<file path="src/rtl/pipe_stage_elastic.sv">
// rtl/pipe_stage_elastic.sv - DEPTH-stage elastic pipeline register with valid/ready, flush and occupancy
// Optional stall counter on output back-pressure: define PIPE_STAGE_STALL_CNT_EN.
module pipe_stage_elastic #(
  parameter int               WIDTH     = 32,
  parameter int               DEPTH     = 1,
  parameter logic [WIDTH-1:0] RESET_VAL = '0
) (
  input  logic                       CLK,
  input  logic                       nRST,
  input  logic                       flush,
  input  logic                       in_valid,
  output logic                       in_ready,
  input  logic [WIDTH-1:0]           in_data,
  output logic                       out_valid,
  input  logic                       out_ready,
  output logic [WIDTH-1:0]           out_data,
  output logic [$clog2(DEPTH+1)-1:0] count
`ifdef PIPE_STAGE_STALL_CNT_EN
  ,
  output logic [31:0]                stall_cycles
`endif
);

  localparam int LAST = DEPTH - 1;
  localparam int CW   = $clog2(DEPTH + 1);

  logic [DEPTH-1:0] valid;
  logic [WIDTH-1:0] data [DEPTH];
  logic [DEPTH-1:0] mv;
  logic             load0;

  // A stage advances when its successor is empty or itself advancing; flush freezes all motion.
  always_comb begin
    mv       = '0;
    mv[LAST] = valid[LAST] & out_ready & ~flush;
    for (int i = DEPTH - 2; i >= 0; i--) begin
      mv[i] = valid[i] & (~valid[i+1] | mv[i+1]) & ~flush;
    end
  end

  assign in_ready  = (~valid[0] | mv[0]) & ~flush & nRST;
  assign load0     = in_valid & in_ready;
  assign out_valid = valid[LAST] & ~flush;
  assign out_data  = data[LAST];

  always_ff @(posedge CLK or negedge nRST) begin
    if (!nRST) begin
      valid <= '0;
      for (int i = 0; i < DEPTH; i++) data[i] <= RESET_VAL;
    end else if (flush) begin
      valid <= '0;
      for (int i = 0; i < DEPTH; i++) data[i] <= RESET_VAL;
    end else begin
      if (load0) begin
        data[0]  <= in_data;
        valid[0] <= 1'b1;
      end else if (mv[0]) begin
        valid[0] <= 1'b0;
      end
      for (int i = 1; i < DEPTH; i++) begin
        if (mv[i-1]) begin
          data[i]  <= data[i-1];
          valid[i] <= 1'b1;
        end else if (mv[i]) begin
          valid[i] <= 1'b0;
        end
      end
    end
  end

  always_comb begin
    count = '0;
    for (int i = 0; i < DEPTH; i++) begin
      count = count + CW'(valid[i]);
    end
  end

`ifdef PIPE_STAGE_STALL_CNT_EN
  // Survives flush on purpose: it measures back-pressure over the whole run.
  always_ff @(posedge CLK or negedge nRST) begin
    if (!nRST) begin
      stall_cycles <= '0;
    end else if (valid[LAST] && !out_ready && !flush && stall_cycles != 32'hFFFF_FFFF) begin
      stall_cycles <= stall_cycles + 32'd1;
    end
  end
`endif

endmodule

</file>
<file path="config.mk">
export PLATFORM = sky130hd
export DESIGN_NAME = pipe_stage_elastic
export DESIGN_NICKNAME = d
export VERILOG_FILES = /design/src/rtl/pipe_stage_elastic.sv
export SDC_FILE = /design/constraint.sdc
export NUM_CORES = 1
export LEC_CHECK = 0
export CORE_MARGIN = 4
export CORE_UTILIZATION = 41
export DETAILED_ROUTE_END_ITERATION = 8
export HOLD_SLACK_MARGIN = 0.08
export PLACE_DENSITY = 0.84
export SYNTH_ARGS = -nofsm -noshare
export SYNTH_HDL_FRONTEND = slang
export SYNTH_SLANG_ARGS = --single-unit
</file>
<file path="constraint.sdc">
create_clock -name CLK -period 3.09 [get_ports CLK]
set_input_delay 0.309 -clock CLK [delete_from_list [all_inputs] [get_ports CLK]]
set_output_delay 0.309 -clock CLK [all_outputs]
set_load 0.02 [all_outputs]
</file>
**Yosys cells after proc, flatten, opt, wreduce, memory -nomap -nowiden**

Cells that the tools add are included.

- Register bits after elaboration: 33
- Output and inout port bits: 35
- Word-level logic and storage cells: 18

- Mux-type cells: 5
- Bitwise operators: 9
- Reduce and logical (&&, ||, !) cells: 2

Operators with widths:

| kind | number |
|---|---|
| 32-bit two-way mux | 2 |
| 1-bit bitwise AND | 6 |
| 1-bit two-way mux | 3 |
| 3-bit nonzero test | 1 |
| 1-bit inverter | 2 |
| 2-bit nonzero test | 1 |
| 1-bit bitwise OR | 1 |

**Depth between registers and ports, before layout**

- Word-level depth: 8
- Gate-level depth with buffers: 5
- Depth with buffers taken out: 3

**Worst setup path after synthesis**

OpenSTA, ideal clock, no wires.

- Path kind: flip-flop to output port
- Start point: reg valid
- End point: out in_ready
- Arrival: 1.102 ns
- Setup slack: 1.679 ns
- Cell stages (with the launch flop): 5
- Path buffers: 1
- Cell sequence: dfrtp_1 > nand2b_4 > buf_2 > nand2_1 > nor2_1

- Longest elaborated chain between the ends: 5
- Elaborated cells between the ends (all ways): 6
- Classes of those cells: bitwise (6)

RTL lines:

| what | RTL line | text |
|---|---|---|
| start: declaration | 27 | `logic [DEPTH-1:0] valid;` |
| 1-bit bitwise AND (2 in series) | 35 | `mv[LAST] = valid[LAST] & out_ready & ~flush;` |
| 1-bit bitwise OR (*) | 41 | `assign in_ready = (~valid[0] \| mv[0]) & ~flush & nRST;` |
| 1-bit bitwise AND (*) (2 in series) | 41 |  |
| end: declaration | 12 | `output logic in_ready,` |

Every way passes the cells marked *; elsewhere a longest branch is shown, timed or not.

**Final worst setup path**

- Start point: in nRST
- End point: out in_ready

- Longest elaborated chain between the ends: 1

RTL lines:

| what | RTL line | text |
|---|---|---|
| start: declaration | 9 | `input logic nRST,` |
| 1-bit bitwise AND | 41 |  |

Every way passes these cells.

==> run summary <==
Startpoint types -> primary input
Number of distinct library cells after synthesis -> 19
Synth top cells by count -> dfrtp_1, a22o_1, nand2b_1, nand4b_1, o21ai_0
Area of the multi-input gates -> 444 µm²
Postcts setup bufs -> 0
Sequential area share after synthesis -> 61.4%
PD cells -> 429 mW/mm²
FF-to-FF path depth -> 3
FF-to-FF End -> out_data[14]
RSZ-0062 raised after global routing -> no
Status -> finished clean
Antenna Cells -> 0
Clock root cell -> clkbuf_4
Clock Tree Buf Depth -> 2
Final setup vio count -> 0
Top cell type's share of synthesized area -> 61.4%
Reg2reg setup slack -> 1.37 ns
Worst-margin pin slew -> 0.875 ns
Setup TNS -> 0 ns
First-pass GRT wire length -> 5690 µm
TritonCTS clock tree -> yes
Final worst-path cycle share -> 73.4%
Yosys warning total -> 0
Router iterations before antenna repair -> 4
Seq cells post-synth -> 33
Post-Synthesis Cells -> 101
Post-route minimum period -> 2.27 ns
Inserted Clock Buffers -> 5
Largest net degree at the start of global routing -> 26
Share of synthesized flip-flops with an asynchronous set or reset -> 100%
Netlist Area Pre-Place -> 0.00135 mm²
Drt drc -> 0
I/O pin cnt -> 72
Routed vias -> 1095
Worst Setup End Kind -> primary output
Area after DPL -> 0.00205 mm²
Row count -> 20
Fin. max-slew vios -> 0
Post-synth EDFFs -> 0
Initial DRC Count -> 77
FILL cells -> 236
Routed len/inst -> 16.3 µm
Final ANT Viol Nets -> 0
Final Hold Fails -> 0
Initial antenna violation count -> 0
Final-stage net count -> 207
Remaining global-route overflow -> 0
WS Path Type -> in -> out
Layout overhead on the synthesized area -> 57.4%
Hold crit path type -> in -> async
Hold-fix buffers, CTS -> 0
Die height -> 65.3 µm
Die X -> 65.3 µm
Synth area leader -> dfrtp_1
Syn Nets -> 138
Register area -> 826 µm²
Clk Latency, worst-skew pair -> 0.32 ns
Gr usage total -> 17.6%
Gpl congestion -> 0.716
Leakage -> 0.000916 µW
Worst-path clk slew -> 0.10 ns
H-Tree Depth -> 2
DP HPWL -> 2600 µm
Max frequency -> 0.441 GHz
Final instance area -> 0.00212 mm²
Initial core utilization -> 43.3%
Core area -> 0.00310 mm²
Top-count cell post-synth -> dfrtp_1
Die area -> 0.00426 mm²
Syn avg cell area -> 13.3 µm²
Number of global-route vias before repair -> 1171
Via-to-Cell Ratio -> 5.09
Post-CTS Resized -> 0
Max VDD drop -> 332 µV
Clock Skews -> 0.00261 ns
Max Cap Viol -> 0
Crit-path max FO -> 15
Max-slew headroom -> 41.6%
Reg-to-reg startpoint -> valid
I/O Buffers -> 71
WP data arrival -> 1.96 ns
Req. time, crit path -> 2.78 ns
Clock sink count -> 33
Share of cells above drive strength 1 -> 6.43%
Primary FF master, synth -> dfrtp_1
Area contributors post-synth -> dfrtp_1, a22o_1, nand4b_1, nand2b_1, o21ai_0
Wirelength, routed -> 3500 µm
## critical path: stages
cell and delay, ns:
clkdlybuf4s50_1 0.84, nand2_1 0.09, nor2_1 0.10, clkdlybuf4s50_1 0.62
## layout make-up
cell class / count / area share (%)
clock buffers: 7 / 3.07
clock inverters: 1 / 0.236
inverters: 1 / 0.177
multi-input cells: 57 / 21.0
flip-flops and latches: 33 / 39.0
well taps: 44 / 2.60
repair buffers: 72 / 33.9
## how the worst max path moves through the flow
stage	endpoint	cells after the start	slack, ns	from
after CTS	in_ready	4	0.78	nRST
after floorplan	in_ready	4	1.68	valid
final	in_ready	4	0.82	nRST
after detailed placement	out_data[14]	3	0.65	nRST
after global placement	out_data[27]	3	0.75	nRST
after global routing	in_ready	4	0.68	nRST
## cell usage in the layout, fill, tap and decap left out
| cell | count |
|---|---|
| clkdlybuf4s50_1 | 71 |
| nor2b_1 | 1 |
| a22o_1 | 24 |
| nand2b_1 | 8 |
| a21o_1 | 1 |
| o21ai_0 | 7 |
| and2_1 | 2 |
| nand2_1 | 1 |
| nand4b_1 | 8 |
| clkbuf_4 | 5 |
| inv_1 | 1 |
| buf_4 | 1 |
| clkbuf_8 | 2 |
| a21oi_4 | 1 |
| nor2_1 | 1 |
| and4b_1 | 1 |
| clkinv_2 | 1 |
| dfrtp_1 | 33 |
| o21ai_1 | 1 |
| nand2b_4 | 1 |
## stage by stage
stage	util [%]	total power, µW	std cells	hold WS (ns)	worst slack, ns
after floorplan	-	546	101	0.0134	1.68
after global placement	66.0	646	207	0.483	0.747
after detailed placement	66.0	650	207	0.485	0.651
after CTS	68.2	914	215	0.362	0.784
after global routing	68.2	949	215	0.382	0.681
final	68.2	908	215	0.349	0.822
## per-layer routing
metal	part of all wire, %	global-route usage [%]	vias to the layer above
met4	1.7	6.74	0
met3	7.1	5.30	6
met1	40	20.5	522
met2	51	30.3	61
met5	0	0	-
li1	-	-	506
## state kept, by name (all words and copies together), names as in the netlist
signal and count:
out_data 32, valid 1
## report_power, final
group / internal [µW] / total [µW] / switching [µW]
clock: 132 / 267 / 135
sequential: 452 / 465 / 12.9
combinational: 97.8 / 176 / 77.9
## cell families (layout without fill, tap and decap cells)
| family | Yosys count | count (layout) | synth area share, % |
|---|---|---|---|
| and+or+nand+nor | 23 | 23 | 12.7 |
| buffers and inverters | 11 | 81 | 5.58 |
| DFF | 33 | 33 | 61.4 |
| AOI/OAI and AO/OA | 34 | 34 | 20.4 |
No activity file was read; power rests on OpenSTA's default activity.
